File: src/rtl/shift_sequencer_if.sv
// Request/result handshake bundle for the shift sequencer.
// Both channels use valid/ready: a transfer happens on a rising clk edge where valid && ready.
interface shift_sequencer_if;
  logic       start_valid;
  logic       start_ready;
  logic [7:0] data_in;
  logic [4:0] amount;
  logic [1:0] fn;
  logic       done_valid;
  logic       done_ready;
  logic [7:0] result;
  logic       c;
  logic       z;
  logic       busy;

  modport slave (
    input  start_valid, data_in, amount, fn, done_ready,
    output start_ready, done_valid, result, c, z, busy
  );

  modport master (
    output start_valid, data_in, amount, fn, done_ready,
    input  start_ready, done_valid, result, c, z, busy
  );
endinterface

File: src/rtl/shift_sequencer.sv
// Multi-cycle 8-bit shifter/rotator: the shift amount is consumed in chunks of at most 7
// per cycle through a single shifter; carry tracks the last bit moved by each chunk.
module shift_sequencer (
  input  logic              clk,
  input  logic              rst_n,
  shift_sequencer_if.slave  bus,
  output logic [1:0]        state_o
);
  typedef enum logic [1:0] {
    S_IDLE  = 2'd0,
    S_SHIFT = 2'd1,
    S_DONE  = 2'd2
  } state_t;

  state_t      state_q, state_d;
  logic [7:0]  work_q, work_d;
  logic [4:0]  rem_q, rem_d;
  logic [1:0]  fn_q, fn_d;
  logic        c_q, c_d;

  logic [2:0]  step;
  logic [2:0]  left_idx;
  logic [2:0]  right_idx;
  logic [15:0] dbl_l, dbl_r;
  logic [7:0]  shifted;
  logic        carry;

  // Single shifter; rotates come from the doubled operand so no second barrel is needed.
  always_comb begin
    step      = (rem_q > 5'd7) ? 3'd7 : rem_q[2:0];
    left_idx  = 3'(4'd8 - {1'b0, step});
    right_idx = step - 3'd1;
    dbl_l     = {work_q, work_q} << step;
    dbl_r     = {work_q, work_q} >> step;
    shifted   = work_q;
    carry     = c_q;
    case (fn_q)
      2'b00: begin
        shifted = work_q << step;
        carry   = work_q[left_idx];
      end
      2'b01: begin
        shifted = work_q >> step;
        carry   = work_q[right_idx];
      end
      2'b10: begin
        shifted = dbl_l[15:8];
        carry   = dbl_l[8];
      end
      default: begin
        shifted = dbl_r[7:0];
        carry   = dbl_r[7];
      end
    endcase
  end

  always_comb begin
    state_d = state_q;
    work_d  = work_q;
    rem_d   = rem_q;
    fn_d    = fn_q;
    c_d     = c_q;
    case (state_q)
      S_IDLE: begin
        if (bus.start_valid) begin
          work_d  = bus.data_in;
          rem_d   = bus.amount;
          fn_d    = bus.fn;
          c_d     = 1'b0;
          state_d = (bus.amount == 5'd0) ? S_DONE : S_SHIFT;
        end
      end
      S_SHIFT: begin
        work_d = shifted;
        c_d    = carry;
        rem_d  = rem_q - {2'b00, step};
        if (rem_d == 5'd0) state_d = S_DONE;
      end
      S_DONE: begin
        if (bus.done_ready) state_d = S_IDLE;
      end
      default: state_d = S_IDLE;
    endcase
  end

  always_ff @(posedge clk) begin
    if (!rst_n) begin
      state_q <= S_IDLE;
      work_q  <= 8'h00;
      rem_q   <= 5'd0;
      fn_q    <= 2'b00;
      c_q     <= 1'b0;
    end else begin
      state_q <= state_d;
      work_q  <= work_d;
      rem_q   <= rem_d;
      fn_q    <= fn_d;
      c_q     <= c_d;
    end
  end

  assign bus.start_ready = (state_q == S_IDLE);
  assign bus.done_valid  = (state_q == S_DONE);
  assign bus.busy        = (state_q != S_IDLE);
  assign bus.result      = work_q;
  assign bus.c           = c_q;
  assign bus.z           = (work_q == 8'h00);
  assign state_o         = state_q;
endmodule

File: src/flat_wrapper.sv
// flat-port wrapper written by rule: the top's interface ports become plain ports
module shift_sequencer_flat 
  (clk, rst_n, state_o, bus_start_valid, bus_data_in, bus_amount, bus_fn, bus_done_ready, bus_start_ready, bus_done_valid, bus_result, bus_c, bus_z, bus_busy);
  shift_sequencer_if bus_i ();
  input  logic clk;
  input  logic rst_n;
  output logic [1:0] state_o;
  input wire logic [$bits(bus_i.start_valid)-1:0] bus_start_valid;
  input wire logic [$bits(bus_i.data_in)-1:0] bus_data_in;
  input wire logic [$bits(bus_i.amount)-1:0] bus_amount;
  input wire logic [$bits(bus_i.fn)-1:0] bus_fn;
  input wire logic [$bits(bus_i.done_ready)-1:0] bus_done_ready;
  output wire logic [$bits(bus_i.start_ready)-1:0] bus_start_ready;
  output wire logic [$bits(bus_i.done_valid)-1:0] bus_done_valid;
  output wire logic [$bits(bus_i.result)-1:0] bus_result;
  output wire logic [$bits(bus_i.c)-1:0] bus_c;
  output wire logic [$bits(bus_i.z)-1:0] bus_z;
  output wire logic [$bits(bus_i.busy)-1:0] bus_busy;
  assign bus_i.start_valid = bus_start_valid;
  assign bus_i.data_in = bus_data_in;
  assign bus_i.amount = bus_amount;
  assign bus_i.fn = bus_fn;
  assign bus_i.done_ready = bus_done_ready;
  assign bus_start_ready = bus_i.start_ready;
  assign bus_done_valid = bus_i.done_valid;
  assign bus_result = bus_i.result;
  assign bus_c = bus_i.c;
  assign bus_z = bus_i.z;
  assign bus_busy = bus_i.busy;
  shift_sequencer u_core (.clk(clk), .rst_n(rst_n), .bus(bus_i), .state_o(state_o));
endmodule
File: config.mk
export PLATFORM = sky130hd
export DESIGN_NAME = shift_sequencer_flat
export DESIGN_NICKNAME = d
export VERILOG_FILES = /design/src/rtl/shift_sequencer_if.sv /design/src/rtl/shift_sequencer.sv /design/src/flat_wrapper.sv
export SDC_FILE = /design/constraint.sdc
export NUM_CORES = 1
export LEC_CHECK = 0
export ABC_AREA = 1
export BUFFER_PORTS_ARGS = -buffer_cell sky130_fd_sc_hd__clkbuf_2
export CAP_MARGIN = 20
export CORE_MARGIN = 2
export CORE_UTILIZATION = 46
export CTS_BUF_LIST = sky130_fd_sc_hd__clkbuf_16
export CTS_CLUSTER_DIAMETER = 120
export DETAILED_ROUTE_END_ITERATION = 8
export PLACE_DENSITY = 0.7
export SKIP_LAST_GASP = 1
export SYNTH_ARGS = -nofsm -noshare
export SYNTH_HDL_FRONTEND = slang
export SYNTH_SLANG_ARGS = --single-unit
File: constraint.sdc
create_clock -name clk -period 1.53 [get_ports clk]
set_input_delay 0.0765 -clock clk [delete_from_list [all_inputs] [get_ports clk]]
set_output_delay 0.0765 -clock clk [all_outputs]
set_load 0.1 [all_outputs]
==> summary.txt <==
Outcome: finished, violations left
Failing checks: negative setup slack
Syn_area_per_cell: 5.70 µm²
Worst Hold End: u_core.rem_q[1]$_SDFFE_PN0P_
Share of the synthesized area in the top cell type: 19.1%
EDFF count, synth: 0
H-tree levels: 1
Minimum hold slack: 0.0930 ns
Crit path DAT: 1.81 ns
Worst hold start: bus_amount[1]
Flip-flop and latch area: 382 µm²
Distinct cells, synth: 32
WL per Instance: 15.7 µm
Crit-path most repeated cell: nand2_1
CTS Buffer Depth: 2
CP Cell Sequence: nor2_4 -> buf_12 -> nor2_4 -> inv_2 -> ha_2 -> nand2_1 -> inv_1 -> o21ai_1 -> o21ai_1 -> nor2_1 -> nand2_1 -> nand2_1 -> o21ai_1 -> nand2_1 -> inv_1
CP Capture Type: flip-flop
Sequential-to-total area share from yosys stat: 19.1%
Syn_nets: 352
Die Wd: 68.0 µm
Worst skew pair latency: 0.25 ns
GP Congestion: 1.01
Max-slew violation count: 0
Worst slew margin: 63.7%
Critical-path top delay cell: dfxtp_2
Worst R2R Path Depth: 15
Reg-to-reg slack, setup: -0.13 ns
Synthesized area: 1890 µm²
Worst Hold Class: input port to flip-flop
CTS tree: built
Die height: 68.0 µm
DRC: 0
Period utilisation layout: 108%
Largest net degree at the start of global routing: 20
All-layer global routing usage: 32.2%
Area leader, netlist: dfxtp_1
Final ANT Viol Nets: 0
Root Buffer: clkbuf_16
RSZ-0062 raised after global routing: true
DRT Pass-1 Iters: 7
Most instantiated cells after synthesis: nand2_1 (95), nand3_1 (63), inv_1 (31), nor2_1 (24), o21ai_0 (20)
Metal-1 WL: 2.93 mm
Final WS setup: -0.126 ns
Kind of critical path: flip-flop to flip-flop
Share of cells above drive strength 1: 36.1%
Clk_skew: 0.00163 ns
R2R Path End: u_core.state_o[0]$_SDFFE_PN0P_
Fmax: 0.604 GHz
Initial antenna violation count: 0
Syn-to-layout area delta: 43.0%
Core area: 3970 µm²
Worst-margin pin slew: 0.547 ns
Main synth FF type: dfxtp_1
Met3 wire len: 482 µm
Kind of cell adding the most delay to the critical path: simple AND/OR/NAND/NOR gates
Cells after Synth: 331
Yosys warns: 0
Worst Path Max Fanout: 7
Clock transition at path regs: 0.05 ns
IO Count: 34
WP data required: 1.68 ns
Gr ovfl total: 0
Max_cap viols: 0
Final WL: 7.12 mm
Initial core utilization: 47.5%
DR top layer: met4
Layout Nets: 427
Most common cell in the synthesized netlist: nand2_1
Buf/Inv on CP: 4
Final hold violations: 0
CTS sink count: 18
Fin crit period: 1.66 ns
Ys async rst share: 0%
Via-to-Cell Ratio: 5.72
Die area: 4630 µm²
Buffers on Ports: 33
Crit path launch: u_core.rem_q[3]$_SDFFE_PN0P_
Hold depth: 3
Reg2Reg Launch Point: u_core.rem_q[3]$_SDFFE_PN0P_
Initial drt markers: 296
Vias in the first global route: 2,414
Filler instances: 350
Multi-input logic area: 1440 µm²
Final setup fails: 13
# diodes: 0
Met2 routed WL: 3.41 mm
Detailed Place HPWL: 5.33 mm
First-pass GRT wire length: 11.1 mm
Register bit total from synthesis: 18
Vias: 2,595
Startpoint types: flip-flop
Site Rows: 23
Synth top area cells: dfxtp_1 (19%), nand2_1 (19%), nand3_1 (17%)
CTS Buf Count: 3
Slowest stage delay, CP: 0.36 ns
==> through the flow <==
| step | TNS, ns | cells | utilization (%) | instance area, µm² | setup slack [ns] |
|---|---|---|---|---|---|
| after floorplan | -8.78 | 331 | - | 1920 | -0.760 |
| after global placement | -1.56 | 445 | 61.1 | 2430 | -0.198 |
| after detailed placement | -2.02 | 445 | 61.1 | 2430 | -0.224 |
| after CTS | -0.610 | 452 | 66.4 | 2640 | -0.0793 |
| after global routing | -2.36 | 454 | 67.9 | 2700 | -0.213 |
| final | -0.958 | 454 | 67.9 | 2700 | -0.126 |
==> area by class of cell <==
class | instances | area share (%)
multi-input cells | 266 | 53.5
repair buffers | 80 | 21.7
flip-flops and latches | 18 | 14.2
inverters | 37 | 5.57
clock buffers | 3 | 2.78
well taps | 50 | 2.32
==> repair_timing <==
action                     CTS  global route
setup endpoints to repair   13            14
hold buffers                 0             0
gates cloned                 1             0
buffers inserted             3             2
pin swaps                    7             6
gates resized for setup     29            13
==> metal layers <==
metal | GRT usage [%] | vias to the layer above
li1 | - | 1258
met1 | 39.0 | 1165
met2 | 55.5 | 147
met3 | 3.62 | 25
met4 | 17.5 | 0
met5 | 0 | -
==> worst reg2reg max path, stage by stage (launching register included) <==
cell and delay (ns):
dfxtp_2 0.36, nor2_4 0.04, buf_12 0.13, nor2_4 0.11
inv_2 0.07, ha_2 0.18, nand2_1 0.06, inv_1 0.04
o21ai_1 0.10, o21ai_1 0.10, nor2_1 0.09, nand2_1 0.06
nand2_1 0.07, o21ai_1 0.06, nand2_1 0.06, inv_1 0.04
==> state kept, by name, summed over array words and instances, names as in the netlist <==
signal,count
u_core.bus.result,8
u_core.rem_q,5
u_core.fn_q,2
u_core.state_o,2
u_core.bus.c,1
==> worst max path at each step <==
stage          cells past startpoint  slack (ns)                        endpoint
3_3_place_gp                       9       -0.20       u_core.bus.c$_SDFFE_PN0P_
6_report                          15       -0.13  u_core.state_o[0]$_SDFFE_PN0P_
4_1_cts                           15       -0.08  u_core.state_o[0]$_SDFFE_PN0P_
5_1_grt                           15       -0.21  u_core.state_o[0]$_SDFFE_PN0P_
3_5_place_dp                      15       -0.22  u_core.state_o[0]$_SDFFE_PN0P_
2_1_floorplan                      5       -0.76  u_core.state_o[1]$_SDFFE_PN0P_
==> placed cells by master (no fill, tap or decap), types with 3 or more instances in the layout <==
cell type	netlist	layout
nand4_1	7	7
buf_4	0	45
clkbuf_2	0	29
dfxtp_1	18	5
clkbuf_16	0	3
a21oi_1	18	18
nand3_1	63	59
o21ai_0	20	14
nand3_4	0	4
inv_4	1	3
buf_12	0	4
nand3b_1	3	3
nand2_2	0	12
nand2_1	95	84
nor2_4	2	4
inv_2	4	5
inv_1	31	27
nand3_2	7	7
o21ai_1	4	8
nor3_1	5	3
dfxtp_2	0	11
nor2_1	24	22
o21ai_2	1	3
==> cells by family (layout without fill, tap and decap cells) <==
logic type / Yosys count / after routing / share of synthesized area [%]
DFF: 18 / 18 / 19.1
AOI/OAI and AO/OA: 51 / 51 / 14.5
adders and majority gates: 2 / 2 / 1.33
buffers and inverters: 48 / 120 / 11.9
and+or+nand+nor: 211 / 212 / 52.7
xor gates and xnor gates: 1 / 1 / 0.465
Power is left out: the tool's default activity adds up to more than one toggle a clock period on the data nets, which glitch-free logic cannot reach.
